`config.mk`:
```
export PLATFORM = sky130hd
export DESIGN_NAME = mem_wb_pipe
export DESIGN_NICKNAME = d
export VERILOG_FILES = /design/src/rtl/mem_wb_pipe.sv
export SDC_FILE = /design/constraint.sdc
export NUM_CORES = 1
export LEC_CHECK = 0
export CORE_UTILIZATION = 45
export DETAILED_ROUTE_END_ITERATION = 8
export GPL_TIMING_DRIVEN = 0
export PLACE_DENSITY_LB_ADDON = 0.08
export SYNTH_ARGS = -nofsm -noshare
export SYNTH_HDL_FRONTEND = slang
export SYNTH_SLANG_ARGS = --single-unit
```
`constraint.sdc`:
```
create_clock -name clk -period 16.15 [get_ports clk]
set_input_delay 2.4225 -clock clk [delete_from_list [all_inputs] [get_ports clk]]
set_output_delay 2.4225 -clock clk [all_outputs]
set_load 0.01 [all_outputs]
```
`src/rtl/mem_wb_pipe.sv`:
```
// mem_wb_pipe: EX/MEM and MEM/WB pipeline registers, data-memory port, write-back select, forwarding and retire count.
module mem_wb_pipe #(
  parameter int WIDTH = 32
) (
  input  logic             clk,
  input  logic             reset,
  input  logic             ex_valid,
  input  logic [WIDTH-1:0] ex_aluout,
  input  logic [WIDTH-1:0] ex_writedata,
  input  logic [4:0]       ex_writereg,
  input  logic [WIDTH-1:0] ex_pcplus4,
  input  logic             ex_regwrite,
  input  logic             ex_memtoreg,
  input  logic             ex_memwrite,
  input  logic             ex_jal,
  output logic             memwrite,
  output logic [WIDTH-1:0] memaddr,
  output logic [WIDTH-1:0] memwritedata,
  input  logic [WIDTH-1:0] memreaddata,
  input  logic             mem_ready,
  output logic             mem_stall,
  output logic             mem_fwd_en,
  output logic [4:0]       mem_fwd_reg,
  output logic [WIDTH-1:0] mem_fwd_data,
  output logic             mem_is_load,
  output logic             wb_regwrite,
  output logic [4:0]       wb_writereg,
  output logic [WIDTH-1:0] wb_result,
  output logic [31:0]      retired
);
  logic             m_valid, m_regwrite, m_memtoreg, m_memwrite, m_jal;
  logic [WIDTH-1:0] m_aluout, m_writedata, m_pcplus4, m_result;
  logic [4:0]       m_writereg;
  logic             w_valid, w_regwrite;
  logic [4:0]       w_writereg;
  logic [WIDTH-1:0] w_result;
  always_comb begin
    mem_stall    = m_valid & (m_memtoreg | m_memwrite) & ~mem_ready;
    memwrite     = m_valid & m_memwrite;
    memaddr      = m_aluout;
    memwritedata = m_writedata;
    m_result     = m_jal ? m_pcplus4 : m_memtoreg ? memreaddata : m_aluout;
    mem_fwd_en   = m_valid & m_regwrite & ~m_memtoreg & (m_writereg != 5'd0);
    mem_fwd_reg  = m_writereg;
    mem_fwd_data = m_result;
    mem_is_load  = m_valid & m_memtoreg;
    wb_regwrite  = w_valid & w_regwrite & (w_writereg != 5'd0);
    wb_writereg  = w_writereg;
    wb_result    = w_result;
  end
  always_ff @(posedge clk or posedge reset) begin
    if (reset) begin
      m_valid     <= 1'b0;
      m_regwrite  <= 1'b0;
      m_memtoreg  <= 1'b0;
      m_memwrite  <= 1'b0;
      m_jal       <= 1'b0;
      m_aluout    <= '0;
      m_writedata <= '0;
      m_pcplus4   <= '0;
      m_writereg  <= 5'd0;
    end else if (!mem_stall) begin
      m_valid     <= ex_valid;
      m_regwrite  <= ex_regwrite;
      m_memtoreg  <= ex_memtoreg;
      m_memwrite  <= ex_memwrite;
      m_jal       <= ex_jal;
      m_aluout    <= ex_aluout;
      m_writedata <= ex_writedata;
      m_pcplus4   <= ex_pcplus4;
      m_writereg  <= ex_writereg;
    end
  end
  // a stalled access sends a bubble down to WB while MEM holds
  always_ff @(posedge clk or posedge reset) begin
    if (reset) begin
      w_valid    <= 1'b0;
      w_regwrite <= 1'b0;
      w_writereg <= 5'd0;
      w_result   <= '0;
    end else begin
      w_valid    <= m_valid & ~mem_stall;
      w_regwrite <= m_regwrite & ~mem_stall;
      w_writereg <= m_writereg;
      w_result   <= m_result;
    end
  end
  always_ff @(posedge clk or posedge reset) begin
    if (reset) retired <= 32'd0;
    else if (w_valid) retired <= retired + 32'd1;
  end
endmodule

```
# After elaboration in Yosys (flattened, before gate mapping)
# Cells that the tools add are included.
dict set report op_classes {
  add_sub_neg 1
  reduce_logical 2
  bitwise_logic 15
  muxes 2
}
# op count
set op_table {}
lappend op_table {{32-bit 2-to-1 mux} 2}
lappend op_table {{32-bit by 1-bit adder with 32-bit output (second input constant)} 1}
lappend op_table {{1-bit bitwise AND} 11}
lappend op_table {{5-bit nonzero test} 2}
lappend op_table {{1-bit NOT} 3}
lappend op_table {{1-bit bitwise OR} 1}
dict set report word_totals {
  output_inout_bits 175
  regBits 177
  elab_cells 34
  in_bits 141
}

# Logic depth before layout (Yosys ltp)
dict set report logic_depth {
  word_depth 5
  depth_mapped 6
  depth_no_buf 5
}

# Worst setup path before layout
# No wires, ideal clock.
dict set report synth_path {
  path_type {input to output}
  start {input mem_ready}
  end {output mem_stall}
  setup_slack_ps 10747
  cell_stages 3
  n_path_buf 2
  arrival_ps 2981
  required_time_ps 13727
  cell_sequence {a21oi_2 -> buf_4 -> buf_4}
}
dict set report synth_between {
  elab_chain_len 2
}
# element line_no
set synth_rtl {}
lappend synth_rtl {{start, declared} 20} ;# input logic mem_ready,
lappend synth_rtl {{1-bit NOT} 38} ;# mem_stall = m_valid & (m_memtoreg | m_memwrite) & ~mem_ready;
lappend synth_rtl {{1-bit bitwise AND} 38}
lappend synth_rtl {{end, declared} 21} ;# output logic mem_stall,
# No other way between the ends.

# Worst setup path after layout
# Same ends and word-level chain as after synthesis.

==> metrics.md <==
| Metric | Value |
|---|---|
| Post-CTS sizing | 0 |
| Hold_ws | 0.422 ns |
| FF-to-FF End | memwritedata[1]$_DFFE_PP0N_ |
| Routed Antenna Nets | 0 |
| Relative slew slack | 58.4% |
| CP Capture Type | output port |
| Row count | 45 |
| Mapped Nets | 645 |
| RePlAce Congestion | 0.796 |
| Largest net degree at the start of global routing | 94 |
| Port Buffers | 315 |
| Initial antenna violation count | 0 |
| Final min period | 6.80 ns |
| Dpl cells | 1030 |
| Detailed-route DRC error count | 0 |
| Worst hold stages | 0 |
| CTS H-tree lvls | 4 |
| Die W | 127 um |
| Buffers & Inverters on Critical Path | 4 |
| TNS Setup | 0 ns |
| Netlist Area Pre-Place | 0.00704 mm^2 |
| Placement Setup Slack | 9.33 ns |
| Worst R2R Start | m_memtoreg$_DFFE_PP0N_ |
| Status | complete, no violations |
| Crit-path max cell delay | 0.56 ns |
| # Max-Cap Violations | 0 |
| Worst path top cell family by delay | buffers and inverters |
| Worst Setup Start Kind | input port |
| WL/cell | 17.8 um |
| Post-Syn Area per Cell | 14.0 um^2 |
| RSZ-0062 raised after global routing | no |
| Cell Pwr Density | 118 mW/mm^2 |
| Placed cell area | 0.0105 mm^2 |
| Hold wc startpoint | mem_fwd_reg[2]$_DFFE_PP0N_ |
| Gr usage total | 24.5% |
| Fin worst setup slack | 9.35 ns |
| Worst path required time | 13.73 ns |
| Area grow syn2layout | 58.4% |
| R2r worst-path depth | 6 |
| CTS Hold Buffers Added | 0 |
| DIE HEIGHT | 127 um |
| Hold Fails Final Rpt | 0 |
| Largest fanout on the critical path | 10 |
| Worst VDD drop | 74.0 uV |
| Yosys reg bits | 177 |
| Synth cell types | 31 |
| CTS Buf Count | 17 |
| Antenna cells | 0 |
| Final Max Slew Viols | 0 |
| Crit Path Class | input port to output port |
| Skew-Pair Late Insertion Delay | 0.43 ns |
| Reg2Reg Setup Slack | 14.17 ns |
| Crit-path cells | clkdlybuf4s50_1, a21oi_2, buf_4, buf_4, clkdlybuf4s50_1 |
| Via count | 5274 |
| Fmax | 0.147 GHz |
| First-pass GRT wire length | 30000 um |
| WL final | 18900 um |
| Die area | 0.0162 mm^2 |
| Dpl hpwl | 14000 um |
| Slew at the pin with the worst max-slew slack | 0.625 ns |
| Final cell count without fillers | 1062 |
| Post-layout net count | 980 |
| Initial cell density of the core | 46.2% |
| Clk_skew | 0.00859 ns |
| Sequential area share after synthesis | 62.9% |
| P_leak | 4.72 nW |
| Layout cells sized above 1 | 19.3% |
| Num ports | 316 |
| Clock root buffer master | clkbuf_16 |
| Number of post-CTS setup repair buffers | 0 |
| Overflow after GRT | 0 |
| Drt initial violations | 188 |
| Core Area | 0.0153 mm^2 |
| Number of synthesis warnings | 0 |
| Period utilization | 42.1% |
| CP arrival | 4.38 ns |
| CTS Buffer Depth | 2 |
| Number of detailed-route iterations in the first pass | 4 |
| Vias/cell | 4.97 |
| HP Class | flop to flop |
| Final setup fails | 0 |
| Fin area | 0.0112 mm^2 |
| Min-Delay Endpoint | wb_writereg[2]$_DFF_PP0_ |
| Clock tree sinks | 177 |
| Critical Path Slowest Stage Cell | clkdlybuf4s50_1 |
| CTS tree | built |
| Clock slew at reported path FFs | 0.06 ns |
| Syn Inst Count | 503 |
| Vias in the first global route | 5682 |
## how the worst max path moves through the flow
stage | startpoint | slack, ns | end | cells past startpoint
after floorplan | reset | 8.93 | m_jal$_DFFE_PP0N_ | 1
after CTS | mem_ready | 9.32 | mem_stall | 5
after global placement | reset | 6.80 | wb_result[3]$_DFF_PP0_ | 2
final | mem_ready | 9.35 | mem_stall | 5
after detailed placement | mem_ready | 9.33 | mem_stall | 5
after global routing | mem_ready | 9.21 | mem_stall | 5
## kinds of logic after synthesis
| logic type | synth area share (%) |
|---|---|
| adders and majority gates | 0.178 |
| AOI/OAI and AO/OA | 2.83 |
| muxes | 21.2 |
| and+or+nand+nor | 7.25 |
| DFF | 62.9 |
| buffers and inverters | 1.81 |
| xor gates and xnor gates | 3.86 |
## layout make-up
| cell class | instances | area (um^2) |
|---|---|---|
| Timing Repair Buffer | 316 | 3180 |
| Buffer | 23 | 116 |
| Sequential cell | 177 | 4430 |
| Tap cell | 211 | 264 |
| Clock inverter | 13 | 209 |
| Inverter | 3 | 18.8 |
| Multi-Input combinational cell | 300 | 2480 |
| Fill cell | 1051 | 4100 |
| Clock buffer | 19 | 453 |
## power by group
| part | internal, mW | switching (mW) | total [mW] |
|---|---|---|---|
| Sequential | 0.501 | 0.0379 | 0.539 |
| Combinational | 0.190 | 0.129 | 0.319 |
| Clock | 0.283 | 0.174 | 0.457 |
## per-layer routing
metal / share of wire [%] / global-route usage, % / wire length, um
met5: 0 / 0 / 0
met3: 7.2 / 7.66 / 1360
met1: 39 / 28.1 / 7370
met4: 2.8 / 10.5 / 533
met2: 51 / 42.5 / 9660
## through the flow
stage / power, mW / util, %
2_1_floorplan: 0.671 / -
6_report: 1.32 / 73.1
5_1_grt: 1.37 / 73.1
4_1_cts: 1.33 / 73.1
3_5_place_dp: 0.867 / 68.8
3_3_place_gp: 0.859 / 68.5
## placed cells by master (no fill, tap or decap), types with 2 or more instances in the layout
cell,n
and3_1,4
and4_1,2
buf_2,12
buf_4,4
bufinv_16,5
clkbuf_1,7
clkbuf_16,17
clkbuf_8,2
clkdlybuf4s50_1,315
clkinv_2,2
clkinv_4,3
clkinvlp_4,3
dfrtp_1,177
inv_1,2
mux2_2,104
mux2i_1,32
nand2_1,43
nand3_1,11
nand4_1,13
nor2_1,6
nor2b_1,2
nor4_4,2
o21ai_0,36
or2_2,2
xnor2_1,26
xor2_1,5
## synth_stat cells, drive strengths merged
cell,instances,share of area (%)
a21oi,1,0.12
and2,1,0.089
and3,5,0.46
and4,3,0.39
buf,16,1.3
clkbuf,7,0.37
dfrtp,177,63
ha,1,0.18
inv,3,0.16
mux2,104,17
mux2i,32,4.5
nand2,44,2.4
nand3,11,0.78
nand4,14,1.5
nor2,6,0.32
nor2b,2,0.18
nor3,2,0.21
nor4,2,0.60
o21ai,36,2.6
o311a,1,0.14
or2,2,0.18
or3,1,0.089
or4,1,0.11
xnor2,26,3.2
xor2,5,0.62
Power figures use the tool's default switching activity.
